$ cat src/rtl/encoder4_to2_queue.sv
// Sequential 4-to-2 encoder: captures request pulses into a pending register and
// emits them one at a time as {W1,W0}, highest index first, under valid/ready.
module encoder4_to2_queue (
    input  logic       clk,
    input  logic       rst,
    input  logic       En,
    input  logic [3:0] q,
    input  logic       ready,
    output logic       W0,
    output logic       W1,
    output logic       valid,
    output logic [3:0] pending,
    output logic       overflow
);

    localparam logic [0:0] IDLE = 1'b0;
    localparam logic [0:0] HOLD = 1'b1;

    logic [0:0] state_q, state_d;
    logic [3:0] p_q, p_d;
    logic [1:0] code_q, code_d;
    logic       valid_q, valid_d;
    logic       overflow_q, overflow_d;

    logic [3:0] set_term;
    logic [3:0] clr_term;
    logic [1:0] top_idx;
    logic       load;

    always_comb begin
        // NOTE: every signal gets a default first so no path leaves it unassigned (no latches).
        state_d  = state_q;
        code_d   = code_q;
        valid_d  = valid_q;
        set_term = q & {4{En}};

        if (p_q[3])      top_idx = 2'd3;
        else if (p_q[2]) top_idx = 2'd2;
        else if (p_q[1]) top_idx = 2'd1;
        else             top_idx = 2'd0;

        // A new code is taken from the registered P only, when the output slot is free.
        load     = (|p_q) && ((state_q == IDLE) || ready);
        clr_term = load ? (4'b0001 << top_idx) : 4'b0000;

        // Set wins over clear; a request on an already-pending bit is merged and flagged.
        p_d        = (p_q & ~clr_term) | set_term;
        overflow_d = |(set_term & p_q & ~clr_term);

        case (state_q)
            IDLE: begin
                valid_d = 1'b0;
                if (load) begin
                    code_d  = top_idx;
                    valid_d = 1'b1;
                    state_d = HOLD;
                end
            end
            HOLD: begin
                if (ready) begin
                    if (load) begin
                        code_d  = top_idx;
                        valid_d = 1'b1;
                    end else begin
                        valid_d = 1'b0;
                        state_d = IDLE;
                    end
                end
            end
            default: begin
                valid_d = 1'b0;
                state_d = IDLE;
            end
        endcase
    end

    // NOTE: sequential state uses non-blocking assignments so all flops update together.
    always_ff @(posedge clk) begin
        if (rst) begin
            state_q    <= IDLE;
            p_q        <= 4'b0000;
            code_q     <= 2'b00;
            valid_q    <= 1'b0;
            overflow_q <= 1'b0;
        end else begin
            state_q    <= state_d;
            p_q        <= p_d;
            code_q     <= code_d;
            valid_q    <= valid_d;
            overflow_q <= overflow_d;
        end
    end

    assign W0       = code_q[0];
    assign W1       = code_q[1];
    assign valid    = valid_q;
    assign pending  = p_q;
    assign overflow = overflow_q;

endmodule

$ cat config.mk
export PLATFORM = sky130hd
export DESIGN_NAME = encoder4_to2_queue
export DESIGN_NICKNAME = d
export VERILOG_FILES = /design/src/rtl/encoder4_to2_queue.sv
export SDC_FILE = /design/constraint.sdc
export NUM_CORES = 1
export LEC_CHECK = 0
export CAP_MARGIN = 10
export CORE_AREA = 2 2 39 41
export DETAILED_ROUTE_END_ITERATION = 8
export DIE_AREA = 0 0 41 43
export PLACE_DENSITY_LB_ADDON = 0.25
export SYNTH_ARGS = -nofsm -noshare
export SYNTH_HDL_FRONTEND = slang
export SYNTH_SLANG_ARGS = --single-unit
$ cat constraint.sdc
create_clock -name clk -period 1.5 [get_ports clk]
set_input_delay 0.3 -clock clk [delete_from_list [all_inputs] [get_ports clk]]
set_output_delay 0.3 -clock clk [all_outputs]
set_load 0.005 [all_outputs]
==> summary.md, run 1 <==
| Metric | Value |
|---|---|
| Core Util, Final | `42.0%` |
| Measured slew at the worst slew-check pin | `0.439 ns` |
| Async SR Flop Fraction | `0%` |
| Syn Area/Cell | `8.91 sq um` |
| Post-Synthesis Cells | `40` |
| DRC errors left | `0` |
| Total congestion overflow | `0` |
| Crit-path max FO | `9` |
| CTS Sinks | `9` |
| Max Cap Violations | `0` |
| Critical path's top delay family | `buffers and inverters` |
| PortBufs | `15` |
| Antenna cells | `0` |
| Die X | `41 um` |
| Vias in the first global route | `344` |
| Area growth, synth to finish | `63.2%` |
| Startpoint Class | `register` |
| CP max-delay cell | `clkdlybuf4s50_1` |
| LEAKAGE | `0.230 nW` |
| # setup viols final | `0` |
| Yosys top cell area share | `50.5%` |
| Worst path bufs/invs | `1` |
| Die ar. | `1760 sq um` |
| Outcome | `finished clean` |
| Clock skew | `0.000786 ns` |
| First-pass GRT wire length | `1.39 mm` |
| Most numerous cell in the Yosys netlist | `dfxtp_1` |
| TritonCTS buffer count | `3` |
| Count of unique library cells instantiated by Yosys | `19` |
| Setup repair bufs after CTS | `0` |
| Yosys warnings | `0` |
| Critical Path Start | `pending[2]` |
| Post-synth EDFFs | `0` |
| Mapped cell area | `357 sq um` |
| Seq/Total Area, Yosys | `50.5%` |
| Detailed Route Iter0 Violations | `5` |
| DRT antenna net count | `0` |
| Critical path class | `reg -> out` |
| Crit. End Element | `output port` |
| Fin crit period | `1.44 ns` |
| Kind of path behind the tightest hold check | `reg -> reg` |
| Hold Crit Start | `valid` |
| Vias after detailed routing | `381` |
| Fin Hold WS | `0.469 ns` |
| Post-synth top cells | `9 x dfxtp_1, 5 x nor2_1, 4 x a21oi_1` |
| CTS tree | `built` |
| Row Count | `14` |
| CP arrival | `1.14 ns` |
| H-tree depth | `1` |
| Die span in y | `43 um` |
| Worst-skew pair later-pin latency | `0.26 ns` |
| Slowest stage delay, CP | `0.50 ns` |
| Worst Path Required | `1.20 ns` |
| Initial antenna violation count | `0` |
| Final Max Slew Viols | `0` |
| Dominant cell type by area after synthesis | `dfxtp_1` |
| Clock buffer depth | `2` |
| Clock transition at path regs | `0.06 ns` |
| Crit-path cells | `clkdlybuf4s50_1` |
| Fin crit share | `96.0%` |
| I/O pin total | `16` |
| Vias per cell | `4.95` |
| Max Fclk | `0.694 GHz` |
| Syn Nets | `48` |
| Dpl hpwl | `607 um` |
| Final RePlAce weighted congestion | `0.799` |
| Share of cells above drive strength 1 | `18.0%` |
| Final #Nets | `70` |
| Gr usage total | `12.2%` |
| Reg2reg start | `pending[2]` |
| Most frequently used flop master after synthesis | `dfxtp_1` |
| Post-synthesis register bit count | `9` |
| Initial Util | `25.8%` |
| Routed length per instance | `10.6 um` |
| Largest net degree at the start of global routing | `10` |
| RSZ-0062 raised after global routing | `no` |
| Final WL | `820 um` |
| Final hold violation count | `0` |
| Worst vdd ir | `0.377 mV` |
| First-pass DRT Iterations | `4` |
| Top cells by area, synth | `dfxtp_1 51%, a22oi_1 6.3%, a21oi_1 5.6%` |
| Root Driver | `clkbuf_4` |
| Power per cell area | `962 nW/um^2` |
| Core ar. | `1380 sq um` |
| Max_slew headroom | `70.4%` |
## area by class of cell
cell class	instances	area (sq um)
Tap cell	16	20.0
Multi-Input combinational cell	29	169
Sequential cell	9	188
Clock buffer	4	26.3
Fill cell	148	802
Timing Repair Buffer	18	175
Inverter	1	3.75
## cell families after synthesis
family,share of synthesized area [%]
AOI/OAI and AO/OA,27.0
and+or+nand+nor,20.4
buffers and inverters,2.10
DFF,50.5
## worst paths after layout
path	end	slack, ns	cells past startpoint
setup / recovery	pending[2]	0.06	1
hold / removal	valid	0.47	1
setup reg to reg	overflow	0.18	3
hold reg to reg	valid	0.47	1
## layout by cell type, fill, tap and decap left out, drive strengths merged, types with 2 or more instances in the layout
cell           synthesis  layout
nor2                   5       5
o21ai                  3       3
nand3                  2       2
clkdlybuf4s50          0      14
buf                    1       3
clkbuf                 0       4
a22oi                  3       3
a21oi                  4       4
nand2b                 2       2
dfxtp                  9       9
## stage by stage
stage	instances	worst slack, ns	total power, W	cell area [sq um]	TNS [ns]
3_5_place_dp	73	-0.207	0.000380	546	-0.407
4_1_cts	77	0.0155	0.000578	576	0
5_1_grt	77	0.00393	0.000596	582	0
2_1_floorplan	40	0.207	0.000317	357	0
3_3_place_gp	73	-0.184	0.000381	546	-0.388
6_report	77	0.0598	0.000560	582	0
## registers in the layout, indices dropped and copies added, names as in the netlist
signal    count
pending       4
state_q       1
overflow      1
valid         1
code_q        2
## where the power goes
part / internal, W / switching, W / leakage, nW / total [W]
Clock: 0.000102 / 0.0000827 / 0.0150 / 0.000185
Sequential: 0.000257 / 0.0000129 / 0.0760 / 0.000270
Combinational: 0.0000661 / 0.0000389 / 0.139 / 0.000105
## timing repair
item / in CTS / in global routing
endpoints found under the setup margin: 3 / 3
hold buffers: 0 / 0
resized for setup: 3 / 3
## layer usage
metal / up-vias / GRT usage, % / wire length [um]
met5: - / 0 / 0
met4: 0 / 12.0 / 0
met3: 0 / 3.14 / 44
met2: 13 / 15.6 / 378
met1: 176 / 15.2 / 396
li1: 192 / - / -
No activity file was read; power rests on OpenSTA's default activity.
==> run 2: changes to the inputs <==
Settings changed: ABC_AREA from default to 1.
Clock period 1.5 ns to 1.8 ns, I/O delays scaled along.
==> run 2 against run 1 <==
Via count increased by 8.7%. Non-clock buffer count is 3 lower. Combinational power shrank 9%. Synthesized cell count is 55% higher. Die area unchanged. Clock power is 16% lower. Flip-flop and latch count unchanged. Critical path type unchanged. Largest power group unchanged.
==> summary.md, run 2 <==
| Metric | Value |
|---|---|
| Area growth, synth to finish | `47.9%` |
| Root Driver | `clkbuf_4` |
| Worst vdd ir | `0.431 mV` |
| TritonCTS buffer count | `3` |
| Hold depth | `2` |
| Total congestion overflow | `0` |
| Vias per cell | `4.27` |
| CP arrival | `1.24 ns` |
| Pre-CTS WS | `0.306 ns` |
| CTS Sinks | `9` |
| Met1 GRT Util | `14.4%` |
| Antenna cells | `0` |
| Detailed Route Iter0 Violations | `6` |
| Register area | `180 sq um` |
| DRT antenna net count | `0` |
| Cell Count Post-Placement | `93` |
| Core ar. | `1380 sq um` |
| Vias in the first global route | `363` |
| Most frequently used flop master after synthesis | `dfxtp_1` |
| Seq/Total Area, Yosys | `43.9%` |
| Startpoint Class | `register` |
| Die X | `41 um` |
| H-tree depth | `1` |
| Async SR Flop Fraction | `0%` |
| Worst flop-to-flop path endpoint | `overflow` |
| Crit-path max FO | `7` |
| First-pass DRT Iterations | `4` |
| Crit-path cells | `clkdlybuf4s50_1` |
| Final Max Slew Viols | `0` |
| Most numerous cell in the Yosys netlist | `nand2_1` |
| Post-synthesis register bit count | `9` |
| Syn Nets | `70` |
| Worst Reg-to-Reg Cells | `7` |
| Core Util, Final | `43.9%` |
| Final #Nets | `90` |
| Share of cells above drive strength 1 | `6.17%` |
| Critical path's top delay family | `buffers and inverters` |
| Global routing's busiest layer | `met2` |
| Gr usage total | `11.8%` |
| Vias after detailed routing | `414` |
| Setup repair bufs after CTS | `0` |
| CP max-delay cell | `clkdlybuf4s50_1` |
| First-pass GRT wire length | `1.36 mm` |
| Die span in y | `43 um` |
| LEAKAGE | `0.289 nW` |
| Max Fclk | `0.623 GHz` |
| Mapped cell area | `410 sq um` |
| PortBufs | `15` |
| Initial Util | `29.7%` |
| Kind of path behind the tightest hold check | `reg -> reg` |
| RSZ-0062 raised after global routing | `no` |
| Final WL | `857 um` |
| I/O pin total | `16` |
| Max_slew headroom | `83.4%` |
| Post-CTS sizing | `0` |
| Flop2flop setup slack | `0.75 ns` |
| Reg2reg start | `pending[2]` |
| Fin crit share | `89.1%` |
| CTS tree | `built` |
| Setup TNS | `0 ns` |
| DRC errors left | `0` |
| Count of unique library cells instantiated by Yosys | `11` |
| Max Cap Violations | `0` |
| Commonest non-fill, non-tap cell in the layout | `nand2_1` |
| Final RePlAce weighted congestion | `0.821` |
| Final hold violation count | `0` |
| Largest net degree at the start of global routing | `9` |
| Post-synth EDFFs | `0` |
| Dominant cell type by area after synthesis | `dfxtp_1` |
| Outcome | `finished clean` |
| Clock skew | `0.00166 ns` |
| Hold EP | `code_q[1]` |
| Hold Crit Start | `code_q[1]` |
| Dpl hpwl | `677 um` |
| Power per cell area | `788 nW/um^2` |
| Filler cells | `162` |
| Worst setup margin | `0.195 ns` |
| Yosys top cell area share | `43.9%` |
| Critical path class | `reg -> out` |
| Crit. End Element | `output port` |
| Layout Cells excl Fill | `97` |
| Most frequent cells in the layout | `17 x nand2_1, 15 x clkdlybuf4s50_1, 11 x inv_1, 9 x dfxtp_1, 8 x nor2_1` |
| Multi-input logic area | `189 sq um` |
| Top cells by area, synth | `dfxtp_1 44%, nand2_1 16%, inv_1 10%` |
| Fin crit period | `1.60 ns` |
| Clock transition at path regs | `0.06 ns` |
| # setup viols final | `0` |
| Max FFs per register | `4` |
| Post-synth top cells | `17 x nand2_1, 11 x inv_1, 9 x dfxtp_1` |
| Post-Synthesis Cells | `62` |
| Initial antenna violation count | `0` |
| Yosys warnings | `0` |
| Syn Area/Cell | `6.62 sq um` |
| Routed length per instance | `8.84 um` |
| Grt met3 use | `3.14%` |
| Met2 GRT Util | `15.3%` |
| Worst Path Required | `1.44 ns` |
| Measured slew at the worst slew-check pin | `0.246 ns` |
| Hold-fix buffers, CTS | `0` |
| Row Count | `14` |
| Die ar. | `1760 sq um` |
| Clock buffer depth | `2` |
| Worst-skew pair later-pin latency | `0.26 ns` |
| Slowest stage delay, CP | `0.55 ns` |
| Worst path bufs/invs | `1` |
run 2: changes by cell type after synthesis, moves of 2 or more:
| cell | change |
|---|---|
| nand2_1 | +16 |
| inv_1 | +10 |
| a22oi_1 | -3 |
| nor2_1 | +3 |
| a21oi_1 | +2 |
| nand2b_1 | -2 |
| nand3_1 | +2 |
run 2: power by group:
| group | total [W] | internal (W) | switching (W) |
|---|---|---|---|
| Sequential | 0.000228 | 0.000215 | 0.0000122 |
| Clock | 0.000155 | 0.0000854 | 0.0000699 |
| Combinational | 0.0000952 | 0.0000534 | 0.0000418 |
| Total | 0.000478 | 0.000354 | 0.000124 |
run 2: kinds of logic (layout without fill, tap and decap cells):
| family | count (synthesis) | in the layout | synth area share [%] |
|---|---|---|---|
| flip-flops | 9 | 9 | 43.9 |
| AO/OA/AOI/OAI | 9 | 9 | 11.0 |
| AND/OR/NAND/NOR | 33 | 33 | 35.1 |
| buffers and inverters | 11 | 30 | 10.1 |
run 2: worst max-delay path by stage:
| stage | slack (ns) | from | endpoint | depth (start not counted) |
|---|---|---|---|---|
| final | 0.20 | pending[2] | pending[2] | 1 |
| after floorplan | 0.85 | pending[2] | overflow | 7 |
| after global placement | 0.32 | ready | overflow | 10 |
| after global routing | 0.14 | pending[2] | pending[2] | 1 |
| after CTS | 0.18 | pending[2] | pending[2] | 1 |
| after detailed placement | 0.31 | ready | overflow | 10 |
run 2: area by class of cell:
class	instances	area share, %
sequential	9	29.7
tap	16	3.30
timing repair buffer	15	24.7
multi-input combinational	42	31.1
inverter	11	6.80
clock buffer	4	4.33
run 2: metal layers:
layer | part of all wire [%] | vias up
met4 | 4.6 | 0
met1 | 47 | 163
met2 | 41 | 17
li1 | - | 229
met3 | 6.9 | 5
met5 | 0 | -
run 2: per-stage QoR:
| stage | hold slack [ns] | area, sq um | power [W] |
|---|---|---|---|
| finish | 0.457 | 607 | 0.000478 |
| global route | 0.499 | 607 | 0.000512 |
| global placement | 0.452 | 581 | 0.000327 |
| floorplan | 0.429 | 410 | 0.000276 |
| detailed placement | 0.450 | 581 | 0.000329 |
| CTS | 0.459 | 607 | 0.000488 |
